===== src/rtl/filter_input_sequencer.sv =====
// Sample sequencer in front of a FIR filter: emits an impulse or a buffered
// sample stream on each sample strobe, then flushes the filter taps with zeros.
module filter_input_sequencer #(
  parameter int                 DEPTH     = 4,
  parameter int                 FLUSH_LEN = 64,
  parameter logic signed [17:0] IMP_VAL   = 18'sd131071
) (
  input  logic               sys_clk,
  input  logic               reset,
  input  logic               sam_clk_en,
  input  logic               start,
  input  logic               mode_sel,
  input  logic               stop,
  input  logic signed [17:0] src_data,
  input  logic               src_valid,
  output logic               src_ready,
  output logic signed [17:0] x_in,
  output logic               x_valid,
  output logic               busy,
  output logic [7:0]         underflow_cnt
);

  localparam int AW = (DEPTH > 1) ? $clog2(DEPTH) : 1;
  localparam int FW = $clog2(FLUSH_LEN + 1);
  localparam logic [AW:0]   FULL_CNT  = (AW + 1)'(DEPTH);
  localparam logic [FW-1:0] FLUSH_END = FW'(FLUSH_LEN);

  typedef enum logic [1:0] {
    ST_IDLE    = 2'd0,
    ST_IMPULSE = 2'd1,
    ST_STREAM  = 2'd2,
    ST_FLUSH   = 2'd3
  } state_t;

  state_t             state_r, state_s;
  logic signed [17:0] fifo_mem_r [DEPTH];
  logic [AW-1:0]      wr_ptr_r, wr_ptr_s;
  logic [AW-1:0]      rd_ptr_r, rd_ptr_s;
  logic [AW:0]        count_r, count_s;
  logic               stop_pending_r, stop_pending_s;
  logic [FW-1:0]      flush_cnt_r, flush_cnt_s, flush_inc_s;
  logic signed [17:0] x_in_r, x_in_s;
  logic               x_valid_r, x_valid_s;
  logic               src_ready_r, src_ready_s;
  logic               busy_r, busy_s;
  logic [7:0]         underflow_cnt_r, underflow_cnt_s;
  logic               push_s, pop_s, fifo_empty_s;

  assign push_s       = src_valid && src_ready_r;
  assign fifo_empty_s = (count_r == {(AW + 1){1'b0}});
  assign flush_inc_s  = flush_cnt_r + FW'(1);

  // Next state, output sample, flush and underflow bookkeeping
  always_comb begin
    state_s         = state_r;
    stop_pending_s  = stop_pending_r;
    flush_cnt_s     = flush_cnt_r;
    x_in_s          = x_in_r;
    x_valid_s       = 1'b0;
    underflow_cnt_s = underflow_cnt_r;
    pop_s           = 1'b0;
    case (state_r)
      ST_IDLE: begin
        x_in_s = 18'sd0;
        if (start) begin
          state_s         = mode_sel ? ST_IMPULSE : ST_STREAM;
          underflow_cnt_s = 8'd0;
        end else begin
          state_s = ST_IDLE;
        end
      end
      ST_IMPULSE: begin
        if (sam_clk_en) begin
          x_in_s      = IMP_VAL;
          x_valid_s   = 1'b1;
          flush_cnt_s = {FW{1'b0}};
          state_s     = ST_FLUSH;
        end else begin
          state_s = ST_IMPULSE;
        end
      end
      ST_STREAM: begin
        if (stop) begin
          stop_pending_s = 1'b1;
        end else begin
          stop_pending_s = stop_pending_r;
        end
        if (sam_clk_en) begin
          x_valid_s = 1'b1;
          if (!fifo_empty_s) begin
            pop_s  = 1'b1;
            x_in_s = fifo_mem_r[rd_ptr_r];
          end else if (stop_pending_r) begin
            // This zero is the first of the flush sequence
            x_in_s      = 18'sd0;
            flush_cnt_s = FW'(1);
            state_s     = (FLUSH_LEN <= 1) ? ST_IDLE : ST_FLUSH;
          end else begin
            x_in_s = 18'sd0;
            if (underflow_cnt_r != 8'hFF) begin
              underflow_cnt_s = underflow_cnt_r + 8'd1;
            end else begin
              underflow_cnt_s = underflow_cnt_r;
            end
          end
        end else begin
          state_s = ST_STREAM;
        end
      end
      ST_FLUSH: begin
        if (sam_clk_en) begin
          x_in_s      = 18'sd0;
          x_valid_s   = 1'b1;
          flush_cnt_s = flush_inc_s;
          if (flush_inc_s >= FLUSH_END) begin
            state_s = ST_IDLE;
          end else begin
            state_s = ST_FLUSH;
          end
        end else begin
          state_s = ST_FLUSH;
        end
      end
      default: begin
        state_s = ST_IDLE;
        x_in_s  = 18'sd0;
      end
    endcase
    if (state_s == ST_IDLE) begin
      stop_pending_s = 1'b0;
      flush_cnt_s    = {FW{1'b0}};
    end else begin
      stop_pending_s = stop_pending_s;
    end
  end

  // FIFO pointer/occupancy update; no bypass, so an empty pop never sees the pushed word
  always_comb begin
    wr_ptr_s = wr_ptr_r;
    rd_ptr_s = rd_ptr_r;
    count_s  = count_r;
    if (state_s == ST_IDLE) begin
      wr_ptr_s = {AW{1'b0}};
      rd_ptr_s = {AW{1'b0}};
      count_s  = {(AW + 1){1'b0}};
    end else begin
      if (push_s) begin
        wr_ptr_s = wr_ptr_r + AW'(1);
      end else begin
        wr_ptr_s = wr_ptr_r;
      end
      if (pop_s) begin
        rd_ptr_s = rd_ptr_r + AW'(1);
      end else begin
        rd_ptr_s = rd_ptr_r;
      end
      case ({push_s, pop_s})
        2'b10:   count_s = count_r + (AW + 1)'(1);
        2'b01:   count_s = count_r - (AW + 1)'(1);
        default: count_s = count_r;
      endcase
    end
  end

  // Registered handshake and status derived from the next state
  always_comb begin
    src_ready_s = (state_s == ST_STREAM) && (count_s < FULL_CNT) && !stop_pending_s;
    busy_s      = (state_s != ST_IDLE);
  end

  // State, control and output registers
  always_ff @(posedge sys_clk or negedge reset) begin
    if (!reset) begin
      state_r         <= ST_IDLE;
      wr_ptr_r        <= {AW{1'b0}};
      rd_ptr_r        <= {AW{1'b0}};
      count_r         <= {(AW + 1){1'b0}};
      stop_pending_r  <= 1'b0;
      flush_cnt_r     <= {FW{1'b0}};
      x_in_r          <= 18'sd0;
      x_valid_r       <= 1'b0;
      src_ready_r     <= 1'b0;
      busy_r          <= 1'b0;
      underflow_cnt_r <= 8'd0;
    end else begin
      state_r         <= state_s;
      wr_ptr_r        <= wr_ptr_s;
      rd_ptr_r        <= rd_ptr_s;
      count_r         <= count_s;
      stop_pending_r  <= stop_pending_s;
      flush_cnt_r     <= flush_cnt_s;
      x_in_r          <= x_in_s;
      x_valid_r       <= x_valid_s;
      src_ready_r     <= src_ready_s;
      busy_r          <= busy_s;
      underflow_cnt_r <= underflow_cnt_s;
    end
  end

  // Sample storage
  always_ff @(posedge sys_clk or negedge reset) begin
    if (!reset) begin
      for (int i = 0; i < DEPTH; i++) begin
        fifo_mem_r[i] <= 18'sd0;
      end
    end else if (push_s) begin
      fifo_mem_r[wr_ptr_r] <= src_data;
    end
  end

  assign src_ready     = src_ready_r;
  assign x_in          = x_in_r;
  assign x_valid       = x_valid_r;
  assign busy          = busy_r;
  assign underflow_cnt = underflow_cnt_r;

endmodule


===== config.mk =====
export PLATFORM = sky130hd
export DESIGN_NAME = filter_input_sequencer
export DESIGN_NICKNAME = d
export VERILOG_FILES = /design/src/rtl/filter_input_sequencer.sv
export SDC_FILE = /design/constraint.sdc
export NUM_CORES = 1
export LEC_CHECK = 0
export CAP_MARGIN = 20
export CORE_MARGIN = 2
export CORE_UTILIZATION = 45
export DETAILED_ROUTE_END_ITERATION = 7
export HOLD_SLACK_MARGIN = 0.08
export PLACE_DENSITY = 0.68
export SYNTH_ARGS = -nofsm -noshare
export SYNTH_HDL_FRONTEND = slang
export SYNTH_SLANG_ARGS = --single-unit

===== constraint.sdc =====
create_clock -name sys_clk -period 2.4 [get_ports sys_clk]
set_clock_uncertainty 0.1 [all_clocks]
set_input_delay 0.24 -clock sys_clk [delete_from_list [all_inputs] [get_ports sys_clk]]
set_output_delay 0.24 -clock sys_clk [all_outputs]
set_load 0.02 [all_outputs]

### Yosys cells after proc, flatten, opt, wreduce, memory -nomap -nowiden

Cells that the tools add are included.

* register bits after elaboration: 118
* latch bits: 0
* memory bits (writable): 0
* ROM bits: 0
* bits of input ports: 25
* output and inout port bits: 29
* logic and storage cells: 111
* memories: 0

* $add $sub $neg: 6
* multipliers: 0
* divide/modulo/power cells: 0
* order comparisons: 5
* equality and inequality tests: 19
* shifts and indexed selects: 0
* muxes and demuxes: 47
* bitwise gates (word level): 2
* reduce and logical (&&, ||, !) cells: 17

Operator list (count)
* $mux 18: 7
* $bwmux 72: 1
* $pmux 18 s4: 1
* $mux 7: 6
* $mux 8: 5
* $bmux 18 s2: 1
* $demux 18 s2: 1
* $mux 2: 12
* $pmux 7 s3: 1
* $pmux 8 s2: 1
* $ne 3x3->1 const B: 5
* $ne 2x2->1 const B: 7
* $reduce_and 6->1: 2
* $add 8x1->8 const B: 1
* $eq 2x2->1 const B: 4
* $mux 1: 8
* $ne 8x8->1 const B: 1
* $pmux 2 s4: 1
* $reduce_bool 2->1: 4
* $add 7x1->7 const B: 1
* $ge 7x7->1 const B: 1
* $ge 3x3->1 const B: 2
* $not 2->3: 2
* $pmux 3 s2: 1
* 14 further kinds: 20

### Longest topological paths before layout

* depth in word-level cells: 10
* gate-level depth with buffers: 11
* depth with buffers taken out: 9

### Worst setup path after synthesis

No wires, ideal clock.

* path type: register to register
* from: reg count_r[1]
* to: reg src_ready_r, in the netlist src_ready
* library setup time: 111 ps
* arrival time: 2373 ps
* required time: 2189 ps
* slack: -184 ps
* cell stages (with the launch flop): 10
* buffers on the path: 1
* period minus slack after synthesis: 2584 ps
* cells stage by stage: dfrtp_1 or3_1 and3_1 clkbuf_1 ha_1 fa_1 xnor2_1 nor2_1 xor2_1 a2111oi_2

* longest elaborated chain between the ends: 10
* elaborated cells between the ends (all ways): 20
* those cells by class: add/sub (2); order compare (1); eq/ne (3); mux (9); reduce/logical (5)

Ends and longest elaborated chain
* start, declared: line 39 `logic [AW:0] count_r, count_s;`
* start signal, assigned: line 177 `count_r <= {(AW + 1){1'b0}};`
* start signal, assigned: line 189 `count_r <= count_s;`
* $logic_not 3->1: line 50 `assign fifo_empty_s = (count_r == {(AW + 1){1'b0}});`
* $mux 1: line 90 `if (!fifo_empty_s) begin`
* $mux 1: line 88 `if (sam_clk_en) begin`
* $mux 1: line 62 `case (state_r)`
* $eq 2x1->1 / $eq 2x2->1 (equally long branches): line 157 `case ({push_s, pop_s})`
* $pmux 3 s2: line 157
* $mux 3: line 142 `if (state_s == ST_IDLE) begin`
* $lt 3x3->1: line 167 `src_ready_s = (state_s == ST_STREAM) && (count_s < FULL_CNT) && !stop_pending_s;`
* $logic_and 1x1->1: line 167
* $logic_and 1x1->1 (*): line 167
* named net src_ready_s: line 44 `logic src_ready_r, src_ready_s;`
* end signal, assigned: line 194 `src_ready_r <= src_ready_s;`
* end, declared: line 44

The timed path passes the listed nets; every way through them passes the cells marked *.
A chain may end at the register's enable or synchronous reset.

### Final worst setup path

* from: reg count_r[2]
* to: reg src_ready_r, in the netlist src_ready

Same word-level chain as after synthesis.

==> out/qor.txt <==
===========================================================================================
Die area ..................................................................... 12,900 sq um
Crit Path Category ........................................................... flop to flop
Layout cell share with drive strength beyond 1 ...............................        0.339
Gpl congestion ...............................................................        0.815
Post-detailed-route count of antenna-violating nets ..........................            0
Detail-routed net length per standard cell ...................................      17.7 um
Clock Latency Late Sink ......................................................       420 ps
Final setup vio count ........................................................            0
CTS Buf Count ................................................................           17
Worst VDD drop ...............................................................       660 uV
Sequential cell area .........................................................   2950 sq um
Number of sinks handled by clock tree synthesis ..............................          118
NumNets Final ................................................................          521
Core Footprint ............................................................... 11,900 sq um
Pin count of the biggest net entering global routing .........................           55
Core Rows ....................................................................           40
Cell at the root of the clock tree ...........................................    clkbuf_16
Flop2flop setup slack ........................................................        60 ps
Max Slew Vio Count ...........................................................            0
Aggregate global routing overflow ............................................            0
Sum of routed wire length over all layers ....................................    11,400 um
Via count of the routed design ...............................................        3,585
Starting density of the core .................................................        0.456
DIE WIDTH ....................................................................       114 um
Most frequent cells after synthesis .......................................... 118 x dfrtp_1, 73 x mux2_2, 21 x nand2_1, 20 x clkbuf_1
CP max FO ....................................................................            2
Endpoint kind of the worst setup timing path .................................         flop
Part of the cycle the worst path needs .......................................        0.976
Timing-limited maximum frequency .............................................    0.427 GHz
Count of non-filler cells in the finished layout .............................          643
Buffers from clock root to sink, at most .....................................            2
Placed Instances .............................................................          610
Sequential cell area fraction in the yosys report ............................        0.546
Leakage power figure .........................................................      3.13 nW
Chip Height ..................................................................       114 um
Count of yosys warnings during synthesis .....................................            0
Area of the multi-input gates ................................................   2380 sq um
Syn_area_per_cell ............................................................   13.4 sq um
CTS tree .....................................................................        built
Vias per Instance ............................................................         5.58
Unique masters post-synth ....................................................           45
MaxCap Viol Count ............................................................            0
Synth async-reset ratio ......................................................         1.00
Required @ worst endpoint ....................................................      2610 ps
Type of element launching the critical path ..................................         flop
Antenna violations before repair .............................................            0
Number of design-rule violations left by the first detailed-router iteration .          180
Net Count, Synth .............................................................          441
Headroom to the max-slew limit ...............................................        0.431
Residual DRC count ...........................................................            0
Cell count after synthesis ...................................................          403
Final Hold Vio Count .........................................................            0
Result of the run ............................................................    completed
Count of input and output buffers ............................................           53
RSZ-0062 raised after global routing .........................................         true
Clk pin slew, worst setup/hold paths .........................................        60 ps
Worst Hold Class ............................................................. primary input to asynchronous set/reset pin
Hold slack ...................................................................       293 ps
Largest cells by area after synthesis ........................................ dfrtp_1 55%, mux2_2 15%, mux4_2 7.5%, a221o_1 3.1%, ha_1 2.8%
Library cell occupying the most area in the post-synthesis netlist ...........      dfrtp_1
Worst path arrival time ......................................................      2550 ps
Post-synthesis instance area .................................................   5410 sq um
Io pins ......................................................................           54
Primary flip-flop cell chosen by synthesis mapping ...........................      dfrtp_1
Area share of the leading cell type in the synthesized netlist ...............        0.546
# fillers ....................................................................          954
Number of detailed-routing iterations run before antenna repair ..............            5
Vias in the first global route ...............................................        3,622
GR Util All Layers ...........................................................        0.194
Number of register bits inferred by synthesis ................................          118
Transition time at the pin with the least slew margin ........................       853 ps
Final critical delay including setup and external delays .....................      2340 ps
Clock H-tree levels ..........................................................            4
Wire length of the first global-routing pass .................................    18,800 um
Number of synthesized flops with an enable pin ...............................            0
Area growth, synth to finish .................................................        28.4%
Final HPWL from detailed placement ...........................................      7390 um
Power density over the cells ................................................. 1140 nW/um^2
Number of inserted diodes ....................................................            0
Most instantiated library cell after synthesis ...............................      dfrtp_1
===========================================================================================
## registers in the layout (all words and copies together), names as in the netlist, 2 cells and up
signal	cells
state_r	2
wr_ptr_r	2
x_in	18
rd_ptr_r	2
count_r	3
fifo_mem_r	72
flush_cnt_r	7
underflow_cnt	8
## layout by cell type (no fill, tap or decap), types with 2 or more instances in the layout
master | netlist | final
a21oi_1 | 18 | 18
clkinv_2 | 0 | 4
a221o_1 | 17 | 17
nor4b_1 | 3 | 3
xnor2_1 | 3 | 2
nand2b_1 | 3 | 3
nor2_1 | 17 | 17
inv_1 | 6 | 6
nor3_1 | 3 | 3
bufinv_16 | 0 | 3
nor3b_1 | 2 | 2
clkdlybuf4s50_1 | 0 | 52
mux2_2 | 73 | 73
and3_1 | 4 | 3
xor2_1 | 3 | 3
ha_1 | 12 | 9
inv_2 | 2 | 2
nand3_1 | 11 | 10
nand3b_1 | 2 | 2
ha_2 | 0 | 2
or3_1 | 6 | 5
o211ai_1 | 2 | 2
and2_1 | 3 | 3
buf_4 | 0 | 28
dfrtp_1 | 118 | 118
buf_12 | 0 | 3
clkinvlp_4 | 0 | 5
nor2b_1 | 2 | 2
nand2_1 | 21 | 21
nand4_1 | 2 | 2
or4_1 | 3 | 3
o21ai_0 | 10 | 9
mux4_2 | 18 | 18
clkbuf_16 | 0 | 17
nand3_2 | 1 | 2
## final cells by class
| cell class | count | share of cell area |
|---|---|---|
| tap | 147 | 0.0265 |
| sequential | 118 | 0.425 |
| timing repair buffer | 84 | 0.115 |
| inverter | 9 | 0.00486 |
| clock buffer | 19 | 0.0637 |
| clock inverter | 13 | 0.0225 |
| multi-input combinational | 253 | 0.342 |
## per-layer routing
layer | vias up | wire length, um | track usage
met5 | - | 0 | 0
li1 | 1660 | - | -
met1 | 1840 | 5190 | 0.255
met4 | 0 | 174 | 0.0805
met2 | 69 | 5620 | 0.306
met3 | 16 | 422 | 0.0526
## kinds of logic (layout without fill, tap and decap cells)
kind of cell | Yosys count | in the layout | synth area share
AND/OR/NAND/NOR | 85 | 85 | 0.0816
AO/OA/AOI/OAI | 58 | 58 | 0.0823
multiplexers | 91 | 91 | 0.227
XOR/XNOR | 6 | 6 | 0.00971
adder cells (fa/ha/maj) | 13 | 13 | 0.0314
flip-flops | 118 | 118 | 0.546
buffers and inverters | 32 | 125 | 0.0224
## where the power goes
part           internal, W  leakage (nW)  switching [W]
registers          0.00259          1.58       0.000336
logic              0.00130          1.27        0.00116
clock network      0.00165         0.281       0.000881
total              0.00554          3.13        0.00238
## worst paths after layout
kind / startpoint / end / depth (start not counted)
setup / recovery: count_r[2]$_DFF_PN0_ / src_ready$_DFF_PN0_ / 8
hold / removal: reset / fifo_mem_r[38]$_DFFE_PN0P_ / 2
setup reg to reg: count_r[2]$_DFF_PN0_ / src_ready$_DFF_PN0_ / 8
hold reg to reg: fifo_mem_r[26]$_DFFE_PN0P_ / fifo_mem_r[26]$_DFFE_PN0P_ / 1
min in group sys_clk: fifo_mem_r[26]$_DFFE_PN0P_ / fifo_mem_r[26]$_DFFE_PN0P_ / 1
max in group asynchronous: reset / fifo_mem_r[8]$_DFFE_PN0P_ / 3
## critical path, cell delays in order, from the launching register on
cell,delay [ps]
dfrtp_1,380
or3_4,400
and3_4,190
ha_4,160
fa_2,350
xnor2_2,140
nor2_1,60
xor2_1,160
a2111oi_2,290
## per-stage QoR
| step | setup slack, ps | power [W] | cell area [sq um] | setup TNS, ps | utilization |
|---|---|---|---|---|---|
| after detailed placement | -93.8 | 0.00541 | 6310 | -182 | 0.532 |
| after global routing | -40.5 | 0.00837 | 6950 | -40.5 | 0.586 |
| final | 58.5 | 0.00791 | 6950 | 0 | 0.586 |
| after floorplan | 5.79 | 0.00442 | 5440 | 0 | - |
| after CTS | 30.2 | 0.00799 | 6930 | 0 | 0.584 |
| after global placement | -53.2 | 0.00530 | 6310 | -53.2 | 0.532 |
## what timing repair did
item / in CTS / in global routing
endpoints found under the hold margin: 46 / 0
resized for setup: 1 / 6
pin swaps: 0 / 1
setup buffers: 0 / 0
setup endpoints to repair: 1 / 17
hold buffers: 1 / 0
(Power assumes the default switching activity.)
==> patch 1: new RTL, same flow settings <==
`DEPTH`: 4 -> 8.
--- a/src/rtl/filter_input_sequencer.sv
+++ b/src/rtl/filter_input_sequencer.sv
@@ -1,7 +1,7 @@
 // Sample sequencer in front of a FIR filter: emits an impulse or a buffered
 // sample stream on each sample strobe, then flushes the filter taps with zeros.
 module filter_input_sequencer #(
-  parameter int                 DEPTH     = 4,
+  parameter int                 DEPTH     = 8,
   parameter int                 FLUSH_LEN = 64,
   parameter logic signed [17:0] IMP_VAL   = 18'sd131071
 ) (
Formal check against the unedited RTL: not equivalent (Yosys sat finds a counterexample within 10 cycles, from zero or initial values and one cycle with reset low).
==> patch 1 against the unedited design <==
  * Cell area rose by 56%
  * Worst setup slack got worse by 0.068 ns
  * Sequential power is 43% higher
  * Wire length up 74%
  * Sequential cell count is 75 higher
  * Global-route usage up 1.3 points
  * Sequential share of layout area grew 2.1 points
  * Area after synthesis up 65%
  * The run now ends with negative setup slack left
  * Critical endpoint unchanged
  * Total power rose by 26%
  * Die area increased by 62%
==> patch 1: results <==
# TYPE chip_impl_metric gauge
chip_impl_metric{name="p_sw",unit="uW"} 2900
chip_impl_metric{name="grt_pass1_vias",unit=""} 6106
chip_impl_metric{name="clkCellAreaFrac",unit="%"} 5.85
chip_impl_metric{name="fin_hold_ws",unit="ns"} 0.261
chip_impl_metric{name="final_layout_size_suffix_gt1_share",unit="%"} 39.0
chip_impl_metric{name="synth.yosys.seq_area_share",unit="%"} 54.1
chip_impl_metric{name="report.final.setup_viol",unit=""} 1
chip_impl_metric{name="drt-pass1-iter-count",unit=""} 4
chip_impl_metric{name="clock_buffers",unit=""} 21
chip_impl_metric{name="synthAdderAreaFrac",unit="%"} 1.91
chip_impl_info{name="violations",value="negative setup slack"} 1
chip_impl_metric{name="place_worst_setup_slack",unit="ns"} -0.182
chip_impl_metric{name="n_multi_input_combinational_cell",unit=""} 399
chip_impl_metric{name="synth.avg_cell_area",unit="sq um"} 14.0
chip_impl_metric{name="fillerInstances",unit=""} 1602
chip_impl_metric{name="layout.non_clock_buffers",unit=""} 104
chip_impl_metric{name="detailed_place.area",unit="sq um"} 10100
chip_impl_metric{name="detailroute.via_count",unit=""} 5580
chip_impl_metric{name="ys_ff_latch",unit=""} 193
chip_impl_metric{name="wirelength",unit="mm"} 19.8
chip_impl_metric{name="final_critical_path_setup_slack",unit="ns"} -0.00997
chip_impl_info{name="timing.rr.start",value="count_r[2]"} 1
chip_impl_metric{name="grt_first_pass_wirelength",unit="mm"} 32.5
chip_impl_metric{name="nNetsFinal",unit=""} 765
chip_impl_metric{name="synthXorXnorAreaFrac",unit="%"} 1.08
chip_impl_info{name="critical-path-slowest-cell",value="sky130_fd_sc_hd__dfrtp_1"} 1
chip_impl_info{name="crit_start",value="count_r[2]"} 1
chip_impl_info{name="synth_common_cells",value="sky130_fd_sc_hd__dfrtp_1, sky130_fd_sc_hd__mux2_2, sky130_fd_sc_hd__mux4_2, sky130_fd_sc_hd__a21oi_1, sky130_fd_sc_hd__nor2_1"} 1
chip_impl_info{name="status",value="finished with violations"} 1
chip_impl_metric{name="worstPathArrival",unit="ns"} 2.68
chip_impl_metric{name="placedCellCount",unit=""} 967
chip_impl_metric{name="largest_register_ffs",unit=""} 144
chip_impl_metric{name="area_of_combinational_cells_with_multiple_inputs",unit="sq um"} 4010
chip_impl_metric{name="gr-usage-all-layers",unit="%"} 20.6
chip_impl_metric{name="place_hpwl",unit="mm"} 12.9
[patch 1: cell types whose count changed in the layout (fill, tap and decap cells not counted), sizes merged, moves of 16 or more]
cell | before | now
a221o | 17 | 0
buf | 31 | 50
dfrtp | 118 | 193
mux2 | 73 | 145
mux2i | 0 | 21
mux4 | 18 | 36
o21ai | 10 | 26
[patch 1: routing by layer]
metal | share of wire [%] | GRT usage, % | vias to the layer above
li1 | - | - | 2518
met1 | 44 | 26.0 | 2953
met2 | 52 | 36.2 | 86
met3 | 2.8 | 3.78 | 23
met4 | 1.5 | 6.54 | 0
met5 | 0 | 0 | -
[patch 1: power by group through the flow]
stage | Combinational, uW | Clock, uW | Sequential [uW]
CTS | 2690 | 3090 | 4200
global route | 2950 | 3240 | 4290
floorplan | 1560 | 0 | 4330
finish | 2710 | 3030 | 4200
detailed placement | 2670 | 0 | 4260
global placement | 2580 | 0 | 4210
==> patch 2: new RTL, config.mk and constraints unchanged <==
Made on the original files. The 4 states of `state_t` get a one-hot encoding in 4 bits.
--- a/src/rtl/filter_input_sequencer.sv
+++ b/src/rtl/filter_input_sequencer.sv
@@ -25,11 +25,11 @@
   localparam logic [AW:0]   FULL_CNT  = (AW + 1)'(DEPTH);
   localparam logic [FW-1:0] FLUSH_END = FW'(FLUSH_LEN);
 
-  typedef enum logic [1:0] {
-    ST_IDLE    = 2'd0,
-    ST_IMPULSE = 2'd1,
-    ST_STREAM  = 2'd2,
-    ST_FLUSH   = 2'd3
+  typedef enum logic [3:0] {
+    ST_IDLE    = 4'b0001,
+    ST_IMPULSE = 4'b0010,
+    ST_STREAM  = 4'b0100,
+    ST_FLUSH   = 4'b1000
   } state_t;
 
   state_t             state_r, state_s;
Behaviour: same outputs for any inputs over 4 cycles, from zero or initial values and one cycle with reset low; so few cycles prove little.
==> patch 2 against the unedited design <==
  * The run now ends with negative setup slack left
  * Area after synthesis up 1.8%
  * Worst hold slack got worse by 0.061 ns
  * Global-route usage rose by 0.16 points
  * Sequential cell count is 2 higher
  * Highest routed layer unchanged
  * Cell area barely moved
  * Sequential power shrank 9.2%
  * Wire length grew 2.7%
  * Total power shrank 16%
  * Die area up 1.7%
  * Largest power group unchanged
  * Worst setup slack lost 0.068 ns
  * Core utilization down 0.54 points
==> patch 2: results <==
# TYPE chip_impl_metric gauge
chip_impl_metric{name="timing_worst_slew_pin_value",unit="ns"} 0.477
chip_impl_metric{name="ir_drop",unit="mV"} 0.569
chip_impl_metric{name="detailroute.via_count",unit=""} 3651
chip_impl_metric{name="clock_sink_count",unit=""} 120
chip_impl_metric{name="layout.non_clock_inverters",unit=""} 11
chip_impl_metric{name="multi_input_gate_share_of_total_cell_area",unit="%"} 34.5
chip_impl_metric{name="grtUsageMet2",unit="%"} 31.2
chip_impl_metric{name="drt-vias-per-instance",unit=""} 5.57
chip_impl_metric{name="report.final.setup_viol",unit=""} 1
chip_impl_metric{name="drt_first_iter_violations",unit=""} 217
chip_impl_metric{name="power_density",unit="nW/um^2"} 953
chip_impl_metric{name="signal_buf_overhead",unit="%"} 10.5
chip_impl_metric{name="nNetsFinal",unit=""} 532
chip_impl_metric{name="wirelength",unit="mm"} 11.7
chip_impl_info{name="violations",value="negative setup slack"} 1
chip_impl_metric{name="detailed_place.area",unit="sq um"} 6290
chip_impl_metric{name="clkCellAreaFrac",unit="%"} 8.34
chip_impl_metric{name="p_sw",unit="uW"} 1770
chip_impl_info{name="critical-path-slowest-cell",value="sky130_fd_sc_hd__or4b_4"} 1
chip_impl_metric{name="clock_buffers",unit=""} 22
chip_impl_metric{name="gp_congestion",unit=""} 0.874
chip_impl_metric{name="placedCellCount",unit=""} 619
chip_impl_metric{name="worstPathArrival",unit="ns"} 2.65
chip_impl_metric{name="synth.yosys.seq_area_share",unit="%"} 54.6
chip_impl_metric{name="power_combinational",unit="uW"} 1470
chip_impl_metric{name="grt_use_met1",unit="%"} 25.4
chip_impl_metric{name="final_critical_path_setup_slack",unit="ns"} -0.00922
chip_impl_metric{name="n_multi_input_combinational_cell",unit=""} 270
chip_impl_info{name="status",value="finished with violations"} 1
chip_impl_metric{name="power.share.clock",unit="%"} 37.6
chip_impl_metric{name="place_worst_setup_slack",unit="ns"} 0.0625
chip_impl_metric{name="grt_use_met3",unit="%"} 5.66
patch 2: final timing paths:
| kind | start | endpoint | slack, ns | cells after the start |
|---|---|---|---|---|
| worst max-delay path | state_r[1] | src_ready | -0.009 | 11 |
| worst min-delay path | reset | underflow_cnt[6] | 0.23 | 2 |
| worst max register to register | state_r[1] | src_ready | -0.009 | 11 |
| worst min register to register | fifo_mem_r[32] | fifo_mem_r[32] | 0.40 | 1 |
| max in group asynchronous | reset | fifo_mem_r[55] | 1.15 | 3 |
| min in group sys_clk | fifo_mem_r[32] | fifo_mem_r[32] | 0.40 | 1 |
patch 2: cell families (layout without fill, tap and decap cells):
kind of cell               count (synthesis)  after routing  share of synthesized area [%]
and+or+nand+nor                           97             97                           9.54
muxes                                     93             93                           22.7
buffers and inverters                     29            118                           2.70
DFF                                      120            120                           54.6
xor gates and xnor gates                  14             14                           2.23
adders and majority gates                  9              9                           2.18
AOI/OAI and AO/OA                         57             57                           6.14
